File: config.mk
export PLATFORM = sky130hd
export DESIGN_NAME = mul_csa_resolve
export DESIGN_NICKNAME = d
export VERILOG_FILES = /design/src/rtl/mul_csa_resolve.sv
export SDC_FILE = /design/constraint.sdc
export NUM_CORES = 1
export LEC_CHECK = 0
export ABC_AREA = 1
export CAP_MARGIN = 20
export CORE_MARGIN = 2
export CORE_UTILIZATION = 51
export DETAILED_ROUTE_END_ITERATION = 16
export PLACE_DENSITY = 0.81
export SETUP_SLACK_MARGIN = 0.2
export SLEW_MARGIN = 20
export SYNTH_ARGS = -nofsm -noshare
export SYNTH_HDL_FRONTEND = slang
export SYNTH_SLANG_ARGS = --single-unit
File: constraint.sdc
create_clock -name clk -period 3.94 [get_ports clk]
set_clock_uncertainty 0.15 [all_clocks]
set_input_delay 0.591 -clock clk [delete_from_list [all_inputs] [get_ports clk]]
set_output_delay 0.591 -clock clk [all_outputs]
set_load 0.005 [all_outputs]
File: src/rtl/mul_csa_resolve.sv
// Final carry-propagate stage of the multiplier: resolves a redundant (sum, carry)
// pair into a binary product with 4-bit group lookahead, split across two
// valid/ready pipeline stages (low half in stage 1, high half in stage 2).
module mul_csa_resolve #(
    parameter int unsigned WIDTH = 64
) (
    input  logic             clk,
    input  logic             rst_n,
    input  logic             flush,
    input  logic             in_valid,
    output logic             in_ready,
    input  logic [WIDTH-1:0] in_sum,
    input  logic [WIDTH-1:0] in_carry,
    input  logic             in_hi_sel,
    input  logic [4:0]       in_tag,
    output logic             out_valid,
    input  logic             out_ready,
    output logic [WIDTH/2-1:0] out_result,
    output logic [4:0]       out_tag
);

    localparam int unsigned HALF = WIDTH / 2;
    localparam int unsigned NG   = HALF / 4;

    // Group-PG lookahead adder over HALF bits; returns {carry_out, sum}.
    function automatic logic [HALF:0] cla_add(input logic [HALF-1:0] p,
                                              input logic [HALF-1:0] g,
                                              input logic            cin);
        logic [HALF:0] c;
        logic [NG:0]   gc;
        logic          gp;
        logic          gg;
        c     = '0;
        gc    = '0;
        gc[0] = cin;
        for (int k = 0; k < int'(NG); k++) begin
            gp = &p[4*k +: 4];
            gg = g[4*k+3]
               | (p[4*k+3] & g[4*k+2])
               | (p[4*k+3] & p[4*k+2] & g[4*k+1])
               | (p[4*k+3] & p[4*k+2] & p[4*k+1] & g[4*k]);
            gc[k+1] = gg | (gp & gc[k]);
            // Ripple inside the group from the lookahead group carry.
            c[4*k] = gc[k];
            for (int j = 0; j < 3; j++) begin
                c[4*k+j+1] = g[4*k+j] | (p[4*k+j] & c[4*k+j]);
            end
        end
        c[HALF] = gc[NG];
        return {c[HALF], p ^ c[HALF-1:0]};
    endfunction

    // Stage 1 registers
    logic            s1_valid;
    logic [HALF-1:0] lo_sum;
    logic            c_mid;
    logic [HALF-1:0] hi_p;
    logic [HALF-1:0] hi_g;
    logic            s1_hi_sel;
    logic [4:0]      s1_tag;
    // Stage 2 valid (stage 2 data lives in out_result/out_tag)
    logic            s2_valid;

    logic            s1_valid_d;
    logic            s2_valid_d;
    logic            adv1;
    logic            adv2;
    logic            accept;
    logic [HALF:0]   lo_add;
    logic [HALF:0]   hi_add;

    // Handshake and valid-bit next state; flush dominates everything.
    always_comb begin
        adv2       = !s2_valid || out_ready;
        adv1       = s1_valid && adv2;
        in_ready   = !flush && (!s1_valid || adv2);
        accept     = in_valid && in_ready;
        s1_valid_d = s1_valid;
        s2_valid_d = s2_valid;
        if (flush) begin
            s1_valid_d = 1'b0;
            s2_valid_d = 1'b0;
        end else begin
            if (accept) begin
                s1_valid_d = 1'b1;
            end else if (adv1) begin
                s1_valid_d = 1'b0;
            end
            if (adv2) begin
                s2_valid_d = s1_valid;
            end
        end
    end

    // Low half resolved on the way in, high half resolved from registered p/g.
    always_comb begin
        lo_add = cla_add(in_sum[HALF-1:0] ^ in_carry[HALF-1:0],
                         in_sum[HALF-1:0] & in_carry[HALF-1:0], 1'b0);
        hi_add = cla_add(hi_p, hi_g, c_mid);
    end

    // Valid bits.
    always_ff @(posedge clk or negedge rst_n) begin
        if (!rst_n) begin
            s1_valid <= 1'b0;
            s2_valid <= 1'b0;
        end else begin
            s1_valid <= s1_valid_d;
            s2_valid <= s2_valid_d;
        end
    end

    // Stage 1 capture on accepted transfer.
    always_ff @(posedge clk or negedge rst_n) begin
        if (!rst_n) begin
            lo_sum    <= '0;
            c_mid     <= 1'b0;
            hi_p      <= '0;
            hi_g      <= '0;
            s1_hi_sel <= 1'b0;
            s1_tag    <= '0;
        end else if (accept) begin
            lo_sum    <= lo_add[HALF-1:0];
            c_mid     <= lo_add[HALF];
            hi_p      <= in_sum[WIDTH-1:HALF] ^ in_carry[WIDTH-1:HALF];
            hi_g      <= in_sum[WIDTH-1:HALF] & in_carry[WIDTH-1:HALF];
            s1_hi_sel <= in_hi_sel;
            s1_tag    <= in_tag;
        end
    end

    // Stage 2 capture; holds while stalled so the output stays stable.
    always_ff @(posedge clk or negedge rst_n) begin
        if (!rst_n) begin
            out_result <= '0;
            out_tag    <= '0;
        end else if (adv1) begin
            out_result <= s1_hi_sel ? hi_add[HALF-1:0] : lo_sum;
            out_tag    <= s1_tag;
        end
    end

    assign out_valid = s2_valid;

endmodule

# After elaboration in Yosys (flattened, before gate mapping)
# Index checks and enable logic that the tools add are counted.
dict set report op_classes {
  n_mux 6
  n_bitwise 248
  reduce_logical 24
}
# cell count
set ops {}
lappend ops {{$and A1 B1 Y1} 136}
lappend ops {{$xor A32 B32 Y32} 4}
lappend ops {{$or A1 B1 Y1} 106}
lappend ops {{$reduce_and A4 Y1} 14}
lappend ops {{$and A32 B32 Y32} 1}
lappend ops {{$mux W32} 1}
lappend ops {{$and A31 B31 Y31} 1}
lappend ops {{$mux W1} 5}
lappend ops {{$logic_and A1 B1 Y1} 3}
lappend ops {{$logic_not A1 Y1} 3}
lappend ops {{$reduce_bool A3 Y1} 1}
lappend ops {{$logic_or A1 B1 Y1} 2}
lappend ops {{$reduce_bool A2 Y1} 1}
dict set report word_totals {
  wordCells 288
  register_bits 141
  output_inout_bits 39
}

# Longest topological paths before layout
# Gate-level depths: netlist (run 1).
dict set report logic_depth {
  ltp_word 25
  depth_mapped 25
}

# Worst setup path after synthesis (run 1)
# No wires, ideal clock.
dict set report synth_timing {
  path_kind {input to register}
  startpoint {input port in_sum[3]}
  endpoint {register lo_sum[31]}
  setup_ps 131
  t_arrival_ps 3172
  path_slack_ps 487
  path_buffers 0
  path_stages 20
  required_ps 3659
  path_cell_list {ha_1 > a21oi_1 > nand2_1 > nand2_1 > nand2_2 > nand2_2 > nand2_2 > nand2_2 > nand2_2 > nand2_2 > nand2_2 > nand2_2 > nand2_2 > nand2_2 > nand2_2 > fa_1 > fa_1 > fa_1 > xnor2_1 > o21ai_0}
}
dict set report synth_between {
  elab_chain_cells 24
}
# item line_no
set synth_rtl {}
lappend synth_rtl {{from (decl)} 12} ;# input logic [WIDTH-1:0] in_sum,
lappend synth_rtl {{$xor A32 B32 Y32} 97} ;# lo_add = cla_add(in_sum[HALF-1:0] ^ in_carry[HALF-1:0],
lappend synth_rtl {{$and A1 B1 Y1, on equally long branches} {39, 40, 41}}
lappend synth_rtl {{$or A1 B1 Y1 (tied with other cells)} 39} ;# | (p[4*k+3] & g[4*k+2])
lappend synth_rtl {{$or A1 B1 Y1 or $and A1 B1 Y1 (tied branches)} {40, 41}}
lappend synth_rtl {{$or A1 B1 Y1 *} 41} ;# | (p[4*k+3] & p[4*k+2] & p[4*k+1] & g[4*k]);
lappend synth_rtl {{$and A1 B1 Y1 *} 42} ;# gc[k+1] = gg | (gp & gc[k]);
lappend synth_rtl {{$or A1 B1 Y1 *} 42}
lappend synth_rtl {{$and A1 B1 Y1 *} 42}
lappend synth_rtl {{[8 not listed]} -}
lappend synth_rtl {{$or A1 B1 Y1 *} 42}
lappend synth_rtl {{$and A1 B1 Y1 *} 46} ;# c[4*k+j+1] = g[4*k+j] | (p[4*k+j] & c[4*k+j]);
lappend synth_rtl {{$or A1 B1 Y1 *} 46}
lappend synth_rtl {{$and A1 B1 Y1 *} 46}
lappend synth_rtl {{$or A1 B1 Y1 *} 46}
lappend synth_rtl {{$and A1 B1 Y1 *} 46}
lappend synth_rtl {{$or A1 B1 Y1 *} 46}
lappend synth_rtl {{$xor A32 B32 Y32 *} 50} ;# return {c[HALF], p ^ c[HALF-1:0]};
lappend synth_rtl {{to (signal assigned)} 123} ;# lo_sum <= lo_add[HALF-1:0];
lappend synth_rtl {{to (decl)} 55} ;# logic [HALF-1:0] lo_sum;
# Every way passes the cells marked *; elsewhere a longest branch is shown, timed or not.
# A chain may end at the register's enable or synchronous reset.

# Worst setup path after layout (run 1)
dict set report layout_timing {
  startpoint {input port in_carry[6]}
  endpoint {register lo_sum[27]}
}
dict set report layout_between {
  elab_chain_cells 21
}
# item line_no
set layout_rtl {}
lappend layout_rtl {{from (decl)} 13} ;# input logic [WIDTH-1:0] in_carry,
lappend layout_rtl {{$and A32 B32 Y32 or $xor A32 B32 Y32 (tied branches)} {98, 97}}
lappend layout_rtl {{$and A1 B1 Y1, on equally long branches} {39, 40, 41}}
lappend layout_rtl {{$or A1 B1 Y1 (tied with other cells)} 39}
lappend layout_rtl {{$or A1 B1 Y1 or $and A1 B1 Y1 (tied branches)} {40, 41}}
lappend layout_rtl {{$or A1 B1 Y1} 41}
lappend layout_rtl {{$or A1 B1 Y1 *} 42}
lappend layout_rtl {{$and A1 B1 Y1 *} 42}
lappend layout_rtl {{$or A1 B1 Y1 *} 42}
lappend layout_rtl {{[5 not listed]} -}
lappend layout_rtl {{$or A1 B1 Y1 *} 42}
lappend layout_rtl {{$and A1 B1 Y1 *} 46}
lappend layout_rtl {{$or A1 B1 Y1 *} 46}
lappend layout_rtl {{$and A1 B1 Y1 *} 46}
lappend layout_rtl {{$or A1 B1 Y1 *} 46}
lappend layout_rtl {{$and A1 B1 Y1 *} 46}
lappend layout_rtl {{$or A1 B1 Y1 *} 46}
lappend layout_rtl {{$xor A32 B32 Y32 *} 50}
# Marked as above.

==> flow_summary.json, run 1 <==
{
  "yosys-top-cells-count": "nand2_1, dfrtp_1, ha_1",
  "clk_latency_ns": 0.42,
  "row_count": 45,
  "routed_wl_mm": 19.19,
  "synth.net_count": 1168,
  "antenna_found_initial": 0,
  "drt-wirelength-per-cell_um": 14.45,
  "setup_violations": 0,
  "avgSynthCellArea_um2": 8.711,
  "gp_congestion": 0.8483,
  "clk_path_buf_depth": 2,
  "outcome": "finished, final reports clean",
  "final.min_clock_period_ns": 3.537,
  "critical_path_class": "in -> reg",
  "final-seq-area_um2": 3528,
  "fin_util_pct": 70.27,
  "synth-async-reset-ratio_pct": 100.0,
  "synth-seq-cells": 141,
  "synth_cell_types": 30,
  "min_path_type": "in -> async",
  "fp.dieArea_um2": 16710,
  "htree_levels": 4,
  "grt_pass1_wl_mm": 32.14,
  "synth_area_leader_cell": "dfrtp_1",
  "ys_seq_area_share_pct": 44.08,
  "ys_top_cells_by_area": "dfrtp_1, nand2_1, ha_1",
  "slew_violations": 0,
  "end_kind": "flop",
  "synth_edf_count": 0,
  "grt.overflow.total": 0,
  "fp.coreArea_um2": 15260,
  "critical_path_arrival_ns": 3.67,
  "worst_slew_pin_slew_ns": 0.9534,
  "layout-drive-gt1-share_pct": 9.311,
  "drt-initial-drc-count": 325,
  "grtUsageTotal_pct": 24.46,
  "clock_sinks": 141,
  "cp-start-kind": "input port",
  "synth_ff_type": "dfrtp_1",
  "use_met3_pct": 5.244,
  "initial_core_util_pct": 52.46,
  "synth_top_area_share_pct": 44.08,
  "ctsHoldBuffers": 0,
  "ant_nets": 0,
  "cp_max_fo": 2,
  "finalCritPeriodShare_pct": 89.76,
  "syn_area_um2": 8005,
  "hpwlAfterDp_mm": 13.97,
  "antenna_cells": 0,
  "max-vdd-ir-drop_v": 0.0003014,
  "synth_most_common_cell": "nand2_1",
  "placed_area_um2": 10100,
  "pre_cts_slack_ns": -0.1204,
  "finalHoldViolCount": 0,
  "remaining_drc_errors": 0,
  "drv_cap": 0,
  "vias": 6702,
  "die_h_um": 129.3,
  "power_density_nw_per_um2": 432.7,
  "cts_made_buffers": 17,
  "via_per_inst": 5.047,
  "grt_max_degree": 108,
  "path_clk_slew_ns": 0.06,
  "worstPathRequired_ns": 4.07,
  "die_x_um": 129.3,
  "grt_pass1_vias": 6730,
  "fmax_ghz": 0.2827,
  "top_usage_layer": "met2",
  "globalRouteMet2Util_pct": 38.67,
  "clockRootBuffer": "clkbuf_16",
  "rsz0062_at_grt": "false",
  "leakage_uw": 0.005301,
  "area_growth_pct": 33.95,
  "dr.pass1.iters": 4,
  "ioPinCount": 178,
  "yosysWarnings": 0,
  "fin_nets": 1353,
  "fin_ws_ns": 0.4033,
  "cts_tree": "built",
  "multiInputGateArea_um2": 4230,
  "grt_use_met1_pct": 34.19,
  "io_buffer_count": 177,
  "fillCellCount": 1172,
  "syn_inst": 919,
  "final_cell_area_um2": 10720,
  "slew_headroom_pct": 36.35
}
[path summary, 6_finish.rpt]
check	startpoint	cells after the start	slack (ns)	endpoint
max in group asynchronous	rst_n	2	2.77	hi_p[5]$_DFFE_PN0P_
max reg2reg	hi_p[3]$_DFFE_PN0P_	25	0.42	out_result[31]$_DFFE_PN0P_
min in group clk	lo_sum[13]$_DFFE_PN0P_	2	0.32	lo_sum[13]$_DFFE_PN0P_
min	rst_n	1	0.07	out_result[0]$_DFFE_PN0P_
min reg2reg	lo_sum[13]$_DFFE_PN0P_	2	0.32	lo_sum[13]$_DFFE_PN0P_
max	in_carry[6]	19	0.40	lo_sum[27]$_DFFE_PN0P_
[layout make-up]
cell class | instances | area share, %
multi-input cells | 702 | 39.45
well taps | 211 | 2.462
clock buffers | 25 | 4.714
repair buffers | 201 | 18.47
inverters | 41 | 1.435
flip-flops and latches | 141 | 32.91
clock inverters | 7 | 0.5601
[stage by stage]
stage / hold WS [ns] / power (µW) / setup TNS (ns) / instances
6_report: 0.06957 / 4640 / 0 / 1328
5_1_grt: 0.1396 / 4913 / 0 / 1328
4_1_cts: 0.1234 / 4651 / 0 / 1325
3_5_place_dp: 0.3092 / 3128 / -0.2488 / 1293
3_3_place_gp: 0.2977 / 3081 / -0.06608 / 1293
2_1_floorplan: 0.1454 / 2477 / 0 / 919
[layout by cell type, fill, tap and decap left out, types with 2 or more instances in the layout]
cell type          n
a21oi_1           16
a31oi_1           26
a41oi_1            7
buf_12             2
buf_4             22
clkbuf_1           3
clkbuf_16         17
clkbuf_8           5
clkdlybuf4s50_1  175
clkinv_2           6
dfrtp_1          141
fa_1              21
fa_2               2
ha_1              86
inv_1             38
inv_2              3
nand2_1          382
nand2_2           19
nand3_1           11
nand4_1            3
nor2_1            43
nor3_1             4
o211ai_1           2
o21ai_0           36
o221ai_1           3
or2_2             17
xnor2_1            7
xor2_1             6
[critical path, cell delays in order]
cell and delay (ns):
clkdlybuf4s50_1 0.43, ha_1 0.33, nand3_1 0.10, nand3_1 0.11, nor2_2 0.14, nand2_2 0.07, nand2_2 0.06, nand2_2 0.05
nand2_2 0.05, nand2_2 0.06, nand2_2 0.06, nand2_2 0.05, nand2_2 0.05, nand2_2 0.06, fa_1 0.40, fa_1 0.40
fa_1 0.39, xnor2_1 0.16, o21ai_0 0.10
[state kept, by name, indices dropped and copies added, names as in the netlist]
signal,flops
s1_tag,5
hi_g,31
hi_p,32
c_mid,1
out_tag,5
out_result,32
s1_hi_sel,1
lo_sum,32
s1_valid,1
out_valid,1
[kinds of logic after synthesis]
logic type	synth area share [%]
xor gates and xnor gates	1.422
AOI/OAI and AO/OA	7.190
DFF	44.08
buffers and inverters	3.595
and+or+nand+nor	24.37
adders and majority gates	19.35
[what timing repair did]
item,CTS,global route
hold endpoints to repair,0,0
setup buffers,0,3
setup endpoints to repair,0,4
gates resized for setup,0,11
[per-layer routing]
layer | wire, µm | vias to the layer above
li1 | - | 3333
met1 | 8851 | 3162
met2 | 8936 | 176
met3 | 1043 | 31
met4 | 353 | 0
met5 | 0 | -
[where the power goes]
group	internal, µW	total, µW	switching [µW]	leakage (µW)
clock	945	1520	572	0.000287
sequential	1710	1910	199	0.00174
combinational	635	1210	577	0.00327
No activity file was read; power rests on OpenSTA's default activity.
==> run 2: changes to the inputs <==
- CORE_ASPECT_RATIO: unset -> 0.7
- clock period: 3.94 -> 3.7 ns (I/O delays scaled with it)
==> flow_summary.json, run 2 (synthesis results as in run 1) <==
{
  "ioPinCount": 178,
  "ant_nets": 0,
  "finalHoldViolCount": 0,
  "grt.overflow.total": 0,
  "critical_path_arrival_ns": 3.61,
  "cp-endpoint": "lo_sum[31]$_DFFE_PN0P_",
  "end_kind": "flop",
  "critical_path_class": "in -> reg",
  "path_clk_slew_ns": 0.07,
  "routed_wl_mm": 21.19,
  "max-vdd-ir-drop_v": 0.0002950,
  "fillCellCount": 1114,
  "cp-start-kind": "input port",
  "grt_pass1_wl_mm": 33.24,
  "r2r_start": "hi_p[3]$_DFFE_PN0P_",
  "multiInputGateArea_um2": 4489,
  "setup_violations": 0,
  "reg.largest.list": "hi_p: 32 flops, lo_sum: 32 flops, out_result: 32 flops",
  "fp.coreArea_um2": 15400,
  "max_stage_delay_ns": 0.51,
  "fin_nets": 1375,
  "area_growth_pct": 40.59,
  "drt-initial-drc-count": 511,
  "htree_levels": 4,
  "final.min_clock_period_ns": 3.465,
  "fmax_ghz": 0.2886,
  "final_cell_mix": "nand2_1, clkdlybuf4s50_1, dfrtp_1",
  "min_path_type": "in -> async",
  "remaining_drc_errors": 0,
  "cts_tree": "built",
  "die_h_um": 108.8,
  "io_buffer_count": 177,
  "gp_congestion": 0.8928,
  "final_common_cell": "nand2_1",
  "rr_worst_depth": 25,
  "via_per_inst": 5.267,
  "cp_max_fo": 4,
  "clk_latency_ns": 0.42,
  "antenna_found_initial": 0,
  "clockRootBuffer": "clkbuf_16",
  "row_count": 38,
  "crit_start": "in_carry[11]",
  "grt_pass1_vias": 6763,
  "slew_headroom_pct": 35.18,
  "leakage_uw": 0.005578,
  "cp_cell_sequence": "clkdlybuf4s50_1 > ha_4 > a21oi_4 > o211a_4 > nand2_2 > nand2_2 > nand2_2 > nand2_2 > nand2_2 > nand2_2 > nand2_2 > nand2_2 > nand2_2 > fa_2 > fa_2 > fa_2 > xnor2_2 > o21ai_1",
  "drt-wirelength-per-cell_um": 15.81,
  "fin_util_pct": 73.06,
  "rsz0062_at_grt": "true",
  "grtUsageTotal_pct": 25.25,
  "dr.pass1.iters": 5,
  "final-seq-area_um2": 3528,
  "clock_sinks": 141,
  "drv_cap": 0,
  "worstPathRequired_ns": 3.84,
  "cp_slowest_cell": "clkdlybuf4s50_1",
  "placed_area_um2": 10240,
  "fin_setup_tns_ns": 0,
  "slew_violations": 0,
  "cts_made_buffers": 17,
  "final_cell_area_um2": 11250,
  "power_density_nw_per_um2": 469.1,
  "die_x_um": 153.7,
  "finalCritPeriodShare_pct": 93.65,
  "cp_common_cell": "nand2_2",
  "vias": 7058,
  "ctsHoldBuffers": 0,
  "initial_core_util_pct": 51.97,
  "r2r_setup_slack_ns": 0.29,
  "reg2reg_to": "out_result[31]$_DFFE_PN0P_",
  "clk_path_buf_depth": 2,
  "fp.dieArea_um2": 16730,
  "worst_slew_pin_slew_ns": 0.9709,
  "grt_max_degree": 98,
  "hpwlAfterDp_mm": 14.96,
  "outcome": "finished, final reports clean",
  "layout-drive-gt1-share_pct": 14.49
}
## run 2: cell types whose count changed in the layout (fill, tap and decap cells not counted), moves of 7 or more
cell / before / now
clkdlybuf4s50_1: 175 / 160
nand2_1: 382 / 375
ha_1: 86 / 71
buf_4: 22 / 43
ha_4: 1 / 12
dlymetal6s2s_1: 1 / 16
## run 2: area by class of cell
type / instances / share of cell area [%]
multi-input combinational: 702 / 39.89
timing repair buffer: 223 / 19.51
clock buffer: 17 / 3.780
tap: 200 / 2.223
antenna: 1 / 0.02223
inverter: 41 / 1.367
sequential: 141 / 31.35
clock inverter: 15 / 1.857
## run 2: power breakdown
group          internal, µW  switching, µW  leakage (µW)
Sequential             1820            219       0.00174
Clock                  1140            695      0.000307
Combinational           730            672       0.00353
Total                  3690           1590       0.00558
## run 2: worst min path at each step
stage / startpoint / end / slack, ns / cells past startpoint
floorplan: rst_n / c_mid$_DFFE_PN0P_ / 0.11 / 0
global placement: hi_g[29]$_DFFE_PN0P_ / hi_g[29]$_DFFE_PN0P_ / 0.30 / 2
detailed placement: hi_g[29]$_DFFE_PN0P_ / hi_g[29]$_DFFE_PN0P_ / 0.30 / 2
CTS: rst_n / lo_sum[2]$_DFFE_PN0P_ / 0.06 / 1
global route: rst_n / lo_sum[0]$_DFFE_PN0P_ / 0.08 / 1
finish: rst_n / lo_sum[2]$_DFFE_PN0P_ / 0.02 / 1
## run 2: through the flow
stage                     setup slack (ns)  instances  power, µW  hold slack, ns
after CTS                           0.1737       1335       5220         0.06216
after detailed placement           -0.3071       1301       3366          0.3032
after global routing                0.1067       1339       5568         0.08179
after floorplan                     0.2831        919       2638          0.1094
final                               0.2350       1340       5280         0.02308
after global placement             -0.2052       1301       3312          0.2980
## run 2: per-layer routing
layer  global-route usage (%)  vias up  share of wire (%)
li1                         -     3387                  -
met1                    37.07     3383                 48
met2                    37.37      258                 43
met3                    5.604       30                6.9
met4                    8.453        0                1.7
met5                        0        -                  0
## run 2: what timing repair did
action,CTS,global route
setup buffers,2,4
pin swaps,2,28
hold endpoints to repair,0,0
endpoints found under the setup margin,2,13
resized for setup,4,71
## run 2: critical path: cells and delay by family
kind            cells  cell delay, ns
buf+inv             1            0.51
compound gates      3            0.39
fa+ha+maj           4            1.41
xor+xnor            1            0.17
simple gates        9            0.56
==> run 3: changes to the inputs <==
- CELL_PAD_IN_SITES_DETAIL_PLACEMENT: unset -> 0
- CELL_PAD_IN_SITES_GLOBAL_PLACEMENT: unset -> 2
- CORE_UTILIZATION: 51 -> 30
- PLACE_DENSITY: 0.81 -> unset
- PLACE_DENSITY_LB_ADDON: unset -> 0.1
==> flow_summary.json, run 3 (synthesis results as in run 1) <==
{
  "fin_ws_ns": 0.2981,
  "pre_cts_slack_ns": -0.3003,
  "fp.dieArea_um2": 28030,
  "drt-wirelength-per-cell_um": 15.28,
  "setup_violations": 0,
  "dr.pass1.iters": 5,
  "p_sw_share_pct": 30.37,
  "cts_tree": "built",
  "routed_wl_mm": 22.97,
  "rr_worst_depth": 24,
  "hpwlAfterDp_mm": 16.77,
  "fin_util_pct": 44.17,
  "path_clk_slew_ns": 0.07,
  "p_sw_uw": 1592,
  "crit_start": "in_sum[23]",
  "drv_cap": 0,
  "power_uw": 5242,
  "cp_max_fo": 3,
  "critical_path_arrival_ns": 3.62,
  "reg2reg_to": "out_result[27]$_DFFE_PN0P_",
  "grt.overflow.total": 0,
  "r2r_start": "hi_p[3]$_DFFE_PN0P_",
  "fin_nets": 1382,
  "cp-start-kind": "input port",
  "fin_setup_tns_ns": 0,
  "placed_area_um2": 10500,
  "remaining_drc_errors": 0,
  "fmax_ghz": 0.2940,
  "vias": 6644,
  "clock_sinks": 141,
  "final_cell_mix": "nand2_1, clkdlybuf4s50_1, dfrtp_1",
  "whs_ns": -0.02665,
  "finalHoldViolCount": 12,
  "power_frac_clock_pct": 34.0,
  "fp.coreArea_um2": 25930,
  "power_frac_comb_pct": 27.2,
  "finalCritPeriodShare_pct": 91.94,
  "via_per_inst": 4.420,
  "final_cell_area_um2": 11460,
  "ant_nets": 0,
  "power_density_nw_per_um2": 457.5,
  "grt_pass1_wl_mm": 35.95,
  "outcome": "finished with violations",
  "die_h_um": 140.7,
  "grt_max_degree": 108,
  "worstPathRequired_ns": 3.92,
  "seqPwrFrac_pct": 38.9,
  "area_growth_pct": 43.11,
  "grt_pass1_vias": 6593,
  "htree_levels": 4,
  "r2r_setup_slack_ns": 0.32,
  "layout-drive-gt1-share_pct": 15.27,
  "ctsHoldBuffers": 0,
  "leakage_uw": 0.005560,
  "gp_congestion": 0.7733,
  "critical_path_class": "in -> reg",
  "final_common_cell": "nand2_1",
  "cts_made_buffers": 17,
  "antenna_cells": 0,
  "clockRootBuffer": "clkbuf_16",
  "rsz0062_at_grt": "true",
  "final.min_clock_period_ns": 3.402,
  "reg.largest.list": "hi_p: 32 flops, lo_sum: 32 flops, out_result: 32 flops",
  "antenna_found_initial": 1,
  "fillCellCount": 2622,
  "clk_path_buf_depth": 2,
  "p_int_uw": 3650,
  "drt-initial-drc-count": 300,
  "max-vdd-ir-drop_v": 0.0002896,
  "die_x_um": 199.2,
  "grtUsageTotal_pct": 16.72,
  "slew_headroom_pct": 34.57,
  "slew_violations": 0,
  "violations": "negative hold slack",
  "row_count": 49,
  "clk_latency_ns": 0.43,
  "ioPinCount": 178,
  "initial_core_util_pct": 30.87,
  "end_kind": "flop",
  "worst_slew_pin_slew_ns": 0.9804,
  "min_path_type": "in -> async",
  "io_buffer_count": 177
}
-- run 3: how the worst max path moves through the flow --
stage	endpoint
floorplan	lo_sum[31]$_DFFE_PN0P_
global placement	lo_sum[27]$_DFFE_PN0P_
detailed placement	lo_sum[31]$_DFFE_PN0P_
CTS	out_result[31]$_DFFE_PN0P_
global route	out_result[31]$_DFFE_PN0P_
finish	lo_sum[26]$_DFFE_PN0P_
-- run 3: power by group through the flow --
stage	sequential, µW	clock [µW]	combinational, µW
final	2040	1780	1420
after global routing	2080	1890	1620
after CTS	2040	1830	1390
after detailed placement	2060	0	1370
after global placement	2060	0	1350
after floorplan	2000	0	640
-- run 3: final cells by class --
class                      count  area [µm²]  area share, %
tap                          357       446.7          3.899
clock buffer                  19       442.9          3.866
sequential                   141        3528          30.80
timing repair buffer         230        2238          19.54
inverter                      41       155.1          1.354
clock inverter                13       165.2          1.442
multi-input combinational    702        4479          39.10
-- run 3: through the flow --
step | hold slack [ns] | cells
6_report | -0.02665 | 1503
5_1_grt | 0.01320 | 1503
4_1_cts | 0.009732 | 1499
3_5_place_dp | 0.3086 | 1466
3_3_place_gp | 0.3033 | 1466
2_1_floorplan | 0.1094 | 919
-- run 3: worst max-delay path, cell delays in order --
cell	delay [ns]
clkdlybuf4s50_1	0.40
ha_1	0.33
nand2_1	0.09
inv_1	0.06
a221o_1	0.29
a31oi_1	0.21
nand2_2	0.10
buf_4	0.14
fa_2	0.38
fa_2	0.37
fa_2	0.53
nand2_1	0.06
nand2_1	0.09
-- run 3: per-layer routing --
| metal | part of all wire [%] | track usage, % | wire, µm | up-vias |
|---|---|---|---|---|
| li1 | - | - | - | 3407 |
| met1 | 56 | 27.12 | 12880 | 3098 |
| met2 | 38 | 21.69 | 8675 | 128 |
| met3 | 5.6 | 4.450 | 1285 | 9 |
| met4 | 0.52 | 2.946 | 120 | 2 |
| met5 | 0.048 | 0 | 11 | - |
-- run 3: what timing repair did --
item | in CTS | in global routing
resized for setup | 11 | 65
pin swaps | 8 | 31
endpoints found under the setup margin | 4 | 14
setup buffers | 1 | 4
